<file path="config.mk">
export PLATFORM = sky130hd
export DESIGN_NAME = router_ctrl
export DESIGN_NICKNAME = d
export VERILOG_FILES = /design/src/rtl/router_pkg.sv /design/src/rtl/router_sreset_timer.sv /design/src/rtl/router_ctrl.sv
export SDC_FILE = /design/constraint.sdc
export NUM_CORES = 1
export LEC_CHECK = 0
export ABC_CLOCK_PERIOD_IN_PS = 2500
export CAP_MARGIN = 30
export CORE_ASPECT_RATIO = 1.5
export CORE_MARGIN = 5
export CORE_UTILIZATION = 50
export CTS_CLUSTER_DIAMETER = 150
export DETAILED_ROUTE_END_ITERATION = 12
export MAX_ROUTING_LAYER = met4
export PLACE_DENSITY = 0.73
export RECOVER_POWER = 100
export SYNTH_ARGS = -nofsm -noshare
export SYNTH_HDL_FRONTEND = slang
export SYNTH_SLANG_ARGS = --single-unit
</file>
<file path="constraint.sdc">
create_clock -name clk -period 2.5 [get_ports clk]
set_input_delay 0.75 -clock clk [delete_from_list [all_inputs] [get_ports clk]]
set_output_delay 0.75 -clock clk [all_outputs]
set_load 0.01 [all_outputs]
</file>
<file path="src/rtl/router_pkg.sv">
// Shared types and constants for the router ingress controller.
// The optional drop counter is enabled with `define ROUTER_DROP_CNT_EN.
package router_pkg;

    typedef enum logic [2:0] {
        DECODE,
        WAIT_EMPTY,
        LOAD_DATA,
        LOAD_PARITY,
        CHECK_PARITY,
        DROP
    } state_t;

    localparam int          NUM_PORTS    = 3;
    localparam logic [1:0]  ADDR_INVALID = 2'd3;
    localparam int          LEN_MSB      = 7;
    localparam int          LEN_LSB      = 2;

    // Address 3 has no FIFO, so it maps to an all-zero strobe.
    function automatic logic [NUM_PORTS-1:0] dest_onehot(input logic [1:0] d);
        logic [NUM_PORTS-1:0] oh;
        case (d)
            2'd0:    oh = 3'b001;
            2'd1:    oh = 3'b010;
            2'd2:    oh = 3'b100;
            default: oh = 3'b000;
        endcase
        return oh;
    endfunction

endpackage

</file>
<file path="src/rtl/router_sreset_timer.sv">
// Per-FIFO stall timer: pulses o_soft_reset for one cycle when a non-empty
// FIFO has gone unread for TIMEOUT consecutive cycles.
module router_sreset_timer #(
    parameter int TIMEOUT = 30
) (
    input  logic clk,
    input  logic reset,
    input  logic i_fifo_empty,
    input  logic i_read_enb,
    output logic o_soft_reset
);

    localparam int CW = (TIMEOUT > 1) ? $clog2(TIMEOUT) : 1;

    logic [CW-1:0] r_cnt;
    logic          w_stall;
    logic          w_hit;

    assign w_stall = !i_fifo_empty && !i_read_enb;
    // A read in the timeout cycle removes the stall, so no pulse is produced.
    assign w_hit   = w_stall && (r_cnt == CW'(TIMEOUT - 1));

    always_ff @(posedge clk or negedge reset) begin
        if (!reset) begin
            r_cnt <= '0;
        end else if (!w_stall || w_hit) begin
            r_cnt <= '0;
        end else begin
            r_cnt <= r_cnt + CW'(1);
        end
    end

    assign o_soft_reset = w_hit;

endmodule

</file>
<file path="src/rtl/router_ctrl.sv">
// Router ingress controller: header decode, FIFO write sequencing, parity
// check and stall flush. `define ROUTER_DROP_CNT_EN adds the drop_cnt output.
module router_ctrl
    import router_pkg::*;
#(
    parameter int TIMEOUT = 30
) (
    input  logic                 clk,
    input  logic                 reset,
    input  logic                 pkt_valid,
    input  logic [7:0]           data_in,
    output logic                 busy,
    input  logic [NUM_PORTS-1:0] fifo_full,
    input  logic [NUM_PORTS-1:0] fifo_empty,
    input  logic [NUM_PORTS-1:0] read_enb,
    output logic [NUM_PORTS-1:0] write_enb,
    output logic                 lfd_state,
    output logic [7:0]           data_out,
    output logic [NUM_PORTS-1:0] soft_reset,
    output logic                 err,
`ifdef ROUTER_DROP_CNT_EN
    output logic [7:0]           drop_cnt,
`endif
    output state_t               dbg_state
);

    state_t               r_state, w_state_nxt;
    logic [1:0]           r_dest, w_dest_nxt;
    logic [5:0]           r_len, w_len_nxt;
    logic [7:0]           r_acc, w_acc_nxt;
    logic [7:0]           r_par_rx, w_par_nxt;
    logic [7:0]           r_pipe, w_pipe_nxt;
    logic                 r_wr_pend, w_wr_pend_nxt;
    logic                 r_err, w_err_nxt;
    logic                 w_lfd;
    logic                 w_drop_entry;
    logic                 w_accept;
    logic                 w_active;
    logic [NUM_PORTS-1:0] w_dest_oh;
    logic [NUM_PORTS-1:0] w_hdr_oh;

    for (genvar i = 0; i < NUM_PORTS; i++) begin : g_timer
        router_sreset_timer #(.TIMEOUT(TIMEOUT)) u_timer (
            .clk          (clk),
            .reset        (reset),
            .i_fifo_empty (fifo_empty[i]),
            .i_read_enb   (read_enb[i]),
            .o_soft_reset (soft_reset[i])
        );
    end

    assign w_dest_oh = dest_onehot(r_dest);
    assign w_hdr_oh  = dest_onehot(data_in[1:0]);
    assign busy      = (r_wr_pend && |(fifo_full & w_dest_oh))
                     || (r_state == WAIT_EMPTY) || (r_state == CHECK_PARITY);
    assign w_accept  = pkt_valid && !busy;
    assign w_active  = (r_state == WAIT_EMPTY) || (r_state == LOAD_DATA)
                     || (r_state == LOAD_PARITY) || (r_state == CHECK_PARITY);

    always_comb begin
        w_state_nxt   = r_state;
        w_dest_nxt    = r_dest;
        w_len_nxt     = r_len;
        w_acc_nxt     = r_acc;
        w_par_nxt     = r_par_rx;
        w_pipe_nxt    = r_pipe;
        w_err_nxt     = r_err;
        w_lfd         = 1'b0;
        w_drop_entry  = 1'b0;
        // A pending byte stays pending only while its FIFO is full.
        w_wr_pend_nxt = r_wr_pend && |(fifo_full & w_dest_oh);

        if (w_active && |(soft_reset & w_dest_oh)) begin
            w_wr_pend_nxt = 1'b0;
            if (pkt_valid) begin
                w_state_nxt  = DROP;
                w_drop_entry = 1'b1;
            end else begin
                w_state_nxt  = DECODE;
            end
        end else begin
            case (r_state)
                DECODE: begin
                    if (pkt_valid) begin
                        w_dest_nxt = data_in[1:0];
                        w_len_nxt  = data_in[LEN_MSB:LEN_LSB];
                        w_acc_nxt  = '0;
                        if (data_in[1:0] == ADDR_INVALID || data_in[LEN_MSB:LEN_LSB] == '0) begin
                            w_state_nxt  = DROP;
                            w_drop_entry = 1'b1;
                        end else if (!(|(fifo_empty & w_hdr_oh))) begin
                            w_pipe_nxt  = data_in;
                            w_err_nxt   = 1'b0;
                            w_state_nxt = WAIT_EMPTY;
                        end else begin
                            w_pipe_nxt    = data_in;
                            w_wr_pend_nxt = 1'b1;
                            w_lfd         = 1'b1;
                            w_acc_nxt     = data_in;
                            w_err_nxt     = 1'b0;
                            w_state_nxt   = LOAD_DATA;
                        end
                    end
                end
                WAIT_EMPTY: begin
                    if (|(fifo_empty & w_dest_oh)) begin
                        w_lfd         = 1'b1;
                        w_wr_pend_nxt = 1'b1;
                        w_acc_nxt     = r_pipe;
                        w_state_nxt   = LOAD_DATA;
                    end
                end
                LOAD_DATA: begin
                    if (!pkt_valid) begin
                        w_err_nxt     = 1'b1;
                        w_wr_pend_nxt = 1'b0;
                        w_state_nxt   = DECODE;
                    end else if (w_accept) begin
                        w_pipe_nxt    = data_in;
                        w_wr_pend_nxt = 1'b1;
                        w_acc_nxt     = r_acc ^ data_in;
                        w_len_nxt     = r_len - 6'd1;
                        if (r_len == 6'd1) begin
                            w_state_nxt = LOAD_PARITY;
                        end
                    end
                end
                LOAD_PARITY: begin
                    if (!pkt_valid) begin
                        w_err_nxt     = 1'b1;
                        w_wr_pend_nxt = 1'b0;
                        w_state_nxt   = DECODE;
                    end else if (w_accept) begin
                        w_pipe_nxt    = data_in;
                        w_wr_pend_nxt = 1'b1;
                        w_par_nxt     = data_in;
                        w_state_nxt   = CHECK_PARITY;
                    end
                end
                CHECK_PARITY: begin
                    if (!r_wr_pend) begin
                        w_err_nxt   = (r_acc != r_par_rx);
                        w_state_nxt = DECODE;
                    end
                end
                DROP: begin
                    if (!pkt_valid) begin
                        w_state_nxt = DECODE;
                    end
                end
                default: w_state_nxt = DECODE;
            endcase
        end
    end

    always_ff @(posedge clk or negedge reset) begin
        if (!reset) begin
            r_state   <= DECODE;
            r_dest    <= '0;
            r_len     <= '0;
            r_acc     <= '0;
            r_par_rx  <= '0;
            r_pipe    <= '0;
            r_wr_pend <= 1'b0;
            r_err     <= 1'b0;
        end else begin
            r_state   <= w_state_nxt;
            r_dest    <= w_dest_nxt;
            r_len     <= w_len_nxt;
            r_acc     <= w_acc_nxt;
            r_par_rx  <= w_par_nxt;
            r_pipe    <= w_pipe_nxt;
            r_wr_pend <= w_wr_pend_nxt;
            r_err     <= w_err_nxt;
        end
    end

`ifdef ROUTER_DROP_CNT_EN
    logic [7:0] r_drop_cnt;

    always_ff @(posedge clk or negedge reset) begin
        if (!reset) begin
            r_drop_cnt <= '0;
        end else if (w_drop_entry && r_drop_cnt != 8'hFF) begin
            r_drop_cnt <= r_drop_cnt + 8'd1;
        end
    end

    assign drop_cnt = r_drop_cnt;
`endif

    assign write_enb = r_wr_pend ? w_dest_oh : '0;
    assign lfd_state = w_lfd;
    assign data_out  = r_pipe;
    assign err       = r_err;
    assign dbg_state = r_state;

endmodule

</file>
# Word-level counts from Yosys, hierarchy flattened
# Cells that the tools add are included.
# totals
ff_bits,52
word_cells,155
# classes
add_sub_neg,4
eq_ne,31
n_mux,55
bitwise_logic,6
reduce_logical,48
# op_table
operator,count
$mux 8,10
$mux 3,13
$pmux 8 s3,1
$mux 6,3
$pmux 3 s3,2
$pmux 3 s6,1
$reduce_and 6->1,3
$mux 1,16
$pmux 8 s2,1
$add 5x1->5 const B,3
$eq 5x5->1 const B,3
$mux 5,3
$and 3x3->3,4
$ne 2x2->1 const B,6
$pmux 6 s2,1
$reduce_or 3->1,4
$logic_not 1->1,10
$logic_and 1x1->1,9
$logic_or 1x1->1,9
$ne 4x3->1 const B,2
$ne 8x8->1,1
$xor 8x8->8,1
$reduce_and 7->1,1
$eq 2x2->1 const B,3
24 further kinds,34

# Logic depth before layout (Yosys ltp)
# Gate-level depths: netlist of run 1.
# depth
word_depth,13
ltp_mapped,9

# Cells and area by module
# Synthesis of run 1 repeated with hierarchy kept, for this count alone.
# unflattened
cells_unflattened,317
area_unflattened_um2,3155.5
# modules_own_cells
module,n_inst,cells_per_inst,area_per_inst_um2,seq_area_each_um2
router_ctrl,1,251,2472.4,925.9
router_sreset_timer,3,22,227.7,125.1

# Worst setup path before layout of run 1
# OpenSTA, ideal clock, no wires.
# synth_path
path_type,input -> register
start,input port read_enb[0]
end,register r_par_rx[0]
setup_ns,0.125
arrival_ns,2.298
t_required_ns,2.375
slack_ns,0.077
stages,7
n_path_buf,1
cell_sequence,or4_1 > o22ai_2 > nor2_2 > and2_4 > and3_4 > buf_6 > mux2_4
# synth_between
elab_chain_len,8
# synth_lines
item,line_no,rtl
from (decl),router_ctrl.sv:15,"input logic [NUM_PORTS-1:0] read_enb,"
$logic_not 1->1,router_sreset_timer.sv:19,assign w_stall = !i_fifo_empty && !i_read_enb;
$logic_and 1x1->1,router_sreset_timer.sv:19,
$logic_and 1x1->1,router_sreset_timer.sv:21,assign w_hit = w_stall && (r_cnt == CW'(TIMEOUT - 1));
$and 3x3->3,router_ctrl.sv:73,if (w_active && |(soft_reset & w_dest_oh)) begin
$reduce_or 3->1,router_ctrl.sv:73,
$logic_and 1x1->1,router_ctrl.sv:73,
$not 1->1 (no source line),-,
$reduce_and 4->1 (no source line),-,
to (signal assigned),router_ctrl.sv:171,r_par_rx <= w_par_nxt;
to (decl),router_ctrl.sv:31,"logic [7:0] r_par_rx, w_par_nxt;"
# Every way passes these cells.
# A chain may end at the register's enable or synchronous reset.

# Worst setup path in the final report of run 1
# layout_path
start,input port data_in[4]
end,output port lfd_state
# layout_between
elab_chain_len,6
# layout_lines
item,line_no,rtl
from (decl),router_ctrl.sv:11,"input logic [7:0] data_in,"
$logic_not 6->1,router_ctrl.sv:88,if (data_in[1:0] == ADDR_INVALID || data_in[LEN_MSB:LEN_LSB] == '0) begin
$logic_or 1x1->1,router_ctrl.sv:88,
$mux 1,router_ctrl.sv:88,
$mux 1,router_ctrl.sv:84,if (pkt_valid) begin
$pmux 1 s2,router_ctrl.sv:82,case (r_state)
$mux 1,router_ctrl.sv:73,
to (decl),router_ctrl.sv:17,"output logic lfd_state,"
# Every way passes these cells.

==> results.sh, run 1 <==
export IMPL_crit_path_max_fanout=2
export IMPL_initial_core_util_pct=51.9
export IMPL_hold_depth=1
export IMPL_design_area_um2=3880
export IMPL_path_clk_slew_ps=100
export IMPL_slowest_stage="dlygate4sd2_1"
export IMPL_fmax_ghz=0.407
export IMPL_final_core_util_pct=66.6
export IMPL_cts_tree="done"
export IMPL_path_buf_inv=2
export IMPL_fin_skew_ps=12.3
export IMPL_r2r_end="r_acc[6]$_DFFE_PN0P_"
export IMPL_core_um2=5830
export IMPL_ys_types=53
export IMPL_slew_violations=0
export IMPL_synth_area_leaders="dfrtp_1, nor2_1, o21ai_0, xor2_1, mux2_4"
export IMPL_crit_chain="dlygate4sd2_1 > nor4_1 > nand2_1 > nand2_2 > o21ai_2 > buf_2"
export IMPL_setup_slack_ps=41.6
export IMPL_power_leakage_uw=0.00173
export IMPL_crit_required_ps=1750
export IMPL_hold_class="register to register"
export IMPL_wl_per_cell_um=17.4
export IMPL_cts_buffers=5
export IMPL_ios=40
export IMPL_cts_sinks=52
export IMPL_clk_latency_ps=320
export IMPL_grt_max_degree=31
export IMPL_end_kind="output port"
export IMPL_viasPerCell=5.91
export IMPL_yosysWarnings=0
export IMPL_dp_hpwl_um=5760
export IMPL_ys_seq_area_share_pct=43.0
export IMPL_stdcell_count=464
export IMPL_hold_path_startpoint="g_timer[2].u_timer.r_cnt[0]$_DFF_PN0_"
export IMPL_synth_flop_cell="dfrtp_1"
export IMPL_dieArea_um2=7740
export IMPL_hold_end="g_timer[2].u_timer.r_cnt[0]$_DFF_PN0_"
export IMPL_synth_edf_count=0
export IMPL_gp_congestion=0.910
export IMPL_cts_buffer_depth=2
export IMPL_p_per_area_nw_per_um2=1050
export IMPL_die_h_um=105
export IMPL_synth_seq_cells=52
export IMPL_slew_headroom_pct=15.5
export IMPL_ir_drop_mv=0.566
export IMPL_place_area_um2=3740
export IMPL_antenna_left=0
export IMPL_nNetsFinal=419
export IMPL_drt_iter0_drc=144
export IMPL_grt_pass1_wl_um=13200
export IMPL_n_antenna_cell=0
export IMPL_start_kind="input port"
export IMPL_root_buffer="clkbuf_8"
export IMPL_synth_top_cell_area_share_pct=43.0
export IMPL_drive_gt1_share_pct=23.7
export IMPL_syn_inst=315
export IMPL_cap_violations=0
export IMPL_critical_path_class="input port to output port"
export IMPL_syn_to_final_growth_pct=28.3
export IMPL_first_global_vias=2744
export IMPL_reg2reg_slack_ps=310
export IMPL_first_pass_iters=5
export IMPL_drc=0
export IMPL_totalWireLength_um=8080
export IMPL_tightest_slew_ps=1270
export IMPL_hold_viol=0
export IMPL_synth_nets=343
export IMPL_cpLargestDelayFamily="simple AND/OR/NAND/NOR gates"
export IMPL_synth_area_per_cell_um2=9.61
export IMPL_synthArstFlopShare_pct=100
export IMPL_antenna_found_initial=0
export IMPL_dp_slack_ps=-719
export IMPL_min_period_ps=2460
export IMPL_cp_slowest_stage_delay_ps=250
export IMPL_h_tree_depth=2
export IMPL_reg2reg_from="r_dest[1]$_DFFE_PN0P_"
export IMPL_portBuffers=39
export IMPL_grt_use_total_pct=22.0
export IMPL_status="finished clean"
export IMPL_post_place_cells=452
export IMPL_report_final_setup_viol=0
export IMPL_rows=34
export IMPL_chipWidth_um=73.5
export IMPL_netlist_area_um2=3030
export IMPL_grt_remaining_overflow=0
export IMPL_postCtsHoldBufs=0
export IMPL_critical_path_arrival_ps=1710
export IMPL_synth_top_area_cell="dfrtp_1"
export IMPL_reg2regPathDepth=8
export IMPL_post_route_period_util_pct=98.3
export IMPL_via_count=2741
timing repair:
action / CTS / global route
gates cloned: 0 / 1
pin swaps: 9 / 7
endpoints found under the setup margin: 37 / 33
gates resized for setup: 40 / 24
setup buffers: 3 / 0
worst reg2reg max path: stages (launching register included):
cell and delay (ps):
dfrtp_1 410, buf_4 170, or4_4 490, o22ai_4 240, buf_6 140, nor3_2 50, o22ai_2 260, buf_4 220
o21ai_0 100
sequential cells by signal, summed over array words and instances, names as in the netlist:
signal                 count
r_acc                      8
r_par_rx                   8
r_wr_pend                  1
r_dest                     2
r_len                      6
dbg_state                  3
g_timer.u_timer.r_cnt     15
data_out                   8
err                        1
routing by layer:
metal,global-route usage (%),vias up,share of wire (%)
met4,9.07,0,3.1
met1,25.9,1330,40
met3,2.29,22,4.6
met2,37.4,102,53
li1,-,1287,-
met5,-,-,0
synth_stat cells (3+ instances only):
cell type and instances:
clkbuf_1 8, nor4_1 3, mux2_4 8, a21oi_1 9, ha_1 8, nand2_1 19
nand4_1 5, mux2i_1 4, and2_1 5, nor3_1 9, a221oi_1 9, mux2_2 8
inv_1 8, a31oi_1 4, nand2b_1 5, o22ai_1 4, dfrtp_1 52, xnor2_1 5
nor2_1 37, nor3b_1 10, buf_4 4, nor2b_1 3, nand3_1 12, o21ai_0 27
xor2_1 14
cell families (layout without fill, tap and decap cells):
logic type,count (synthesis),count (layout),synth area share (%)
buf+inv,24,101,3.84
xor+xnor,19,19,5.50
mux,20,20,8.27
flops,52,52,43.0
fa+ha+maj,8,8,3.31
simple gates,120,120,20.6
compound gates,72,72,15.5
cell type report:
class | count | area, um2
Inverter | 8 | 30.0
Clock buffer | 5 | 68.8
Clock inverter | 3 | 21.3
Fill cell | 483 | 1950
Sequential cell | 52 | 1300
Timing Repair Buffer | 85 | 697
Multi-Input combinational cell | 239 | 1670
Tap cell | 72 | 90.1
placed cells by master, fill, tap and decap left out, drive strengths merged, types with 10 or more instances in the layout:
| cell | Yosys | layout |
|---|---|---|
| nand3 | 13 | 13 |
| buf | 7 | 46 |
| o21ai | 27 | 27 |
| dlygate4sd3 | 0 | 11 |
| mux2 | 16 | 16 |
| xor2 | 14 | 14 |
| dfrtp | 52 | 52 |
| dlygate4sd2 | 0 | 12 |
| nor2 | 38 | 38 |
| clkbuf | 9 | 10 |
| nor3b | 10 | 10 |
| nand2 | 19 | 19 |
metrics by stage:
step | hold slack, ps | total power (uW) | setup TNS [ps]
after floorplan | 454 | 2650 | 0
after global placement | 481 | 3430 | -18290
after detailed placement | 481 | 3480 | -18010
after CTS | 424 | 4030 | 0
after global routing | 525 | 4390 | -23.3
final | 504 | 4090 | 0
worst max-delay path by stage:
stage                      from                      end  slack, ps  cells after the start
floorplan           read_enb[0]  r_par_rx[0]$_DFFE_PN0P_         80                      7
global placement     data_in[0]                lfd_state       -680                      6
detailed placement   data_in[0]                lfd_state       -720                      6
CTS                 read_enb[0]  r_par_rx[6]$_DFFE_PN0P_          1                      7
global route         data_in[0]                lfd_state        -10                      6
finish               data_in[4]                lfd_state         40                      6
report_power, final:
part / total (uW) / switching (uW) / internal (uW)
clock network: 507 / 308 / 200
logic: 2180 / 1100 / 1080
registers: 1410 / 268 / 1140
total: 4090 / 1680 / 2420
No activity file was read; power rests on OpenSTA's default activity.
==> inputs of run 2 (changes only) <==
--- a/config.mk
+++ b/config.mk
@@ -9,11 +9,11 @@
 export CAP_MARGIN = 30
 export CORE_ASPECT_RATIO = 1.5
 export CORE_MARGIN = 5
-export CORE_UTILIZATION = 50
+export CORE_UTILIZATION = 55
 export CTS_CLUSTER_DIAMETER = 150
 export DETAILED_ROUTE_END_ITERATION = 12
 export MAX_ROUTING_LAYER = met4
-export PLACE_DENSITY = 0.73
+export PLACE_DENSITY = 0.8
 export RECOVER_POWER = 100
 export SYNTH_ARGS = -nofsm -noshare
 export SYNTH_HDL_FRONTEND = slang
==> run 2 against run 1 <==
The flow now finishes with violations (negative setup slack). Via count up 3.2%. Non-clock buffer count increased by 2. Largest cell class unchanged. Clock-buffer cell count is the same. Total power is 0.76% higher. Utilization up 5.5 points. Sequential power hardly changed. Cell count unchanged. Cell area is 0.42% higher. Critical endpoint unchanged. Sequential share of layout area shrank 0.17 points. Maximum frequency down 2.4%.
==> results.sh, run 2 (synthesis gave the netlist of run 1 again) <==
export IMPL_status="finished, violations left"
export IMPL_violations="negative setup slack"
export IMPL_layout_commonest_cell="dfrtp_1"
export IMPL_setup_slack_ps=-19.7
export IMPL_dp_slack_ps=-736
export IMPL_antenna_found_initial=0
export IMPL_n_antenna_cell=0
export IMPL_root_buffer="clkbuf_8"
export IMPL_wl_per_cell_um=17.3
export IMPL_cts_sinks=52
export IMPL_cts_tree="done"
export IMPL_crit_required_ps=1750
export IMPL_clk_latency_ps=310
export IMPL_die_h_um=101
export IMPL_reg2reg_from="r_dest[1]$_DFFE_PN0P_"
export IMPL_nNetsFinal=421
export IMPL_slew_violations=0
export IMPL_grt_use_total_pct=23.5
export IMPL_via_count=2828
export IMPL_rows=33
export IMPL_hold_path_startpoint="g_timer[1].u_timer.r_cnt[0]$_DFF_PN0_"
export IMPL_end_kind="output port"
export IMPL_p_per_area_nw_per_um2=1060
export IMPL_critical_path_arrival_ps=1770
export IMPL_power_leakage_uw=0.00175
export IMPL_report_final_setup_viol=1
export IMPL_ios=40
export IMPL_antenna_left=0
export IMPL_fmax_ghz=0.397
export IMPL_cts_buffers=5
export IMPL_multi_input_area_um2=1680
export IMPL_initial_core_util_pct=56.0
export IMPL_totalWireLength_um=8030
export IMPL_regMostFlops="g_timer.u_timer.r_cnt"
export IMPL_first_global_vias=2671
export IMPL_path_clk_slew_ps=100
export IMPL_gp_congestion=0.956
export IMPL_min_period_ps=2520
export IMPL_drt_iter0_drc=159
export IMPL_syn_to_final_growth_pct=28.8
export IMPL_grt_max_degree=32
export IMPL_start_kind="input port"
export IMPL_dp_hpwl_um=5510
export IMPL_hold_class="register to register"
export IMPL_h_tree_depth=2
export IMPL_ir_drop_mv=0.691
export IMPL_grt_remaining_overflow=0
export IMPL_tightest_slew_ps=1140
export IMPL_viasPerCell=6.09
export IMPL_power_uw=4120
export IMPL_final_cell_mix="dfrtp_1, buf_4, nor2_1"
export IMPL_portBuffers=39
export IMPL_cts_buffer_depth=2
export IMPL_crit_path_max_fanout=2
export IMPL_drive_gt1_share_pct=22.1
export IMPL_post_route_period_util_pct=101
export IMPL_grt_pass1_wl_um=12900
export IMPL_slew_headroom_pct=23.8
export IMPL_core_um2=5410
export IMPL_dieArea_um2=7120
export IMPL_hold_viol=0
export IMPL_first_pass_iters=6
export IMPL_nFillCells=408
export IMPL_fin_skew_ps=7.20
export IMPL_crit_path_start="data_in[3]"
export IMPL_cap_violations=0
export IMPL_rsz0062_at_grt="yes"
export IMPL_seqCellArea_um2=1300
export IMPL_largest_reg_flops=15
export IMPL_chipWidth_um=70.6
export IMPL_critical_path_class="input port to output port"
export IMPL_drc=0
-- run 2: worst paths after layout --
check | endpoint | slack [ps] | cells past startpoint
setup / recovery | lfd_state | -20 | 6
hold / removal | g_timer[1].u_timer.r_cnt[0]$_DFF_PN0_ | 500 | 1
setup reg to reg | r_acc[5]$_DFFE_PN0P_ | 190 | 9
hold reg to reg | g_timer[1].u_timer.r_cnt[0]$_DFF_PN0_ | 500 | 1
max in group asynchronous | r_len[5]$_DFFE_PN0P_ | 500 | 2
min in group asynchronous | g_timer[1].u_timer.r_cnt[0]$_DFF_PN0_ | 630 | 1
-- run 2: through the flow --
stage	std cells	util, %	TNS (ps)	cell area [um2]	hold slack (ps)
final	464	72.1	-19.7	3900	500
after global routing	464	72.1	-212	3900	524
after CTS	463	71.8	-73.6	3890	405
after detailed placement	452	69.4	-18290	3760	490
after global placement	452	69.4	-17310	3760	475
after floorplan	315	-	0	3030	454
-- run 2: power by group --
group	switching [uW]	total [uW]	internal (uW)
combinational	1120	2220	1100
sequential	275	1410	1140
clock	288	489	201
-- run 2: what timing repair did --
action / 4_1_cts / 5_1_grt
endpoints found under the setup margin: 36 / 34
pin swaps: 8 / 8
setup buffers: 3 / 1
gates resized for setup: 40 / 29
hold buffers: 0 / 0
gates cloned: 0 / 1
-- run 2: final cells by class --
class | instances | share of cell area (%)
Clock buffer | 5 | 1.77
Timing Repair Buffer | 87 | 18.2
Inverter | 8 | 0.770
Clock inverter | 3 | 0.578
Tap cell | 70 | 2.25
Multi-Input combinational cell | 239 | 43.1
Sequential cell | 52 | 33.4
-- run 2: per-layer routing --
metal / vias up / GRT usage, % / share of wire [%]
li1: 1293 / - / -
met1: 1381 / 27.7 / 38
met2: 122 / 40.9 / 53
met3: 32 / 3.49 / 6.0
met4: 0 / 7.96 / 3.3
met5: - / - / 0
-- run 2: critical path: stages --
cell	delay [ps]
dlygate4sd2_1	250
nor4_2	260
nand2_1	170
nand2_2	130
o21ai_4	70
buf_6	120
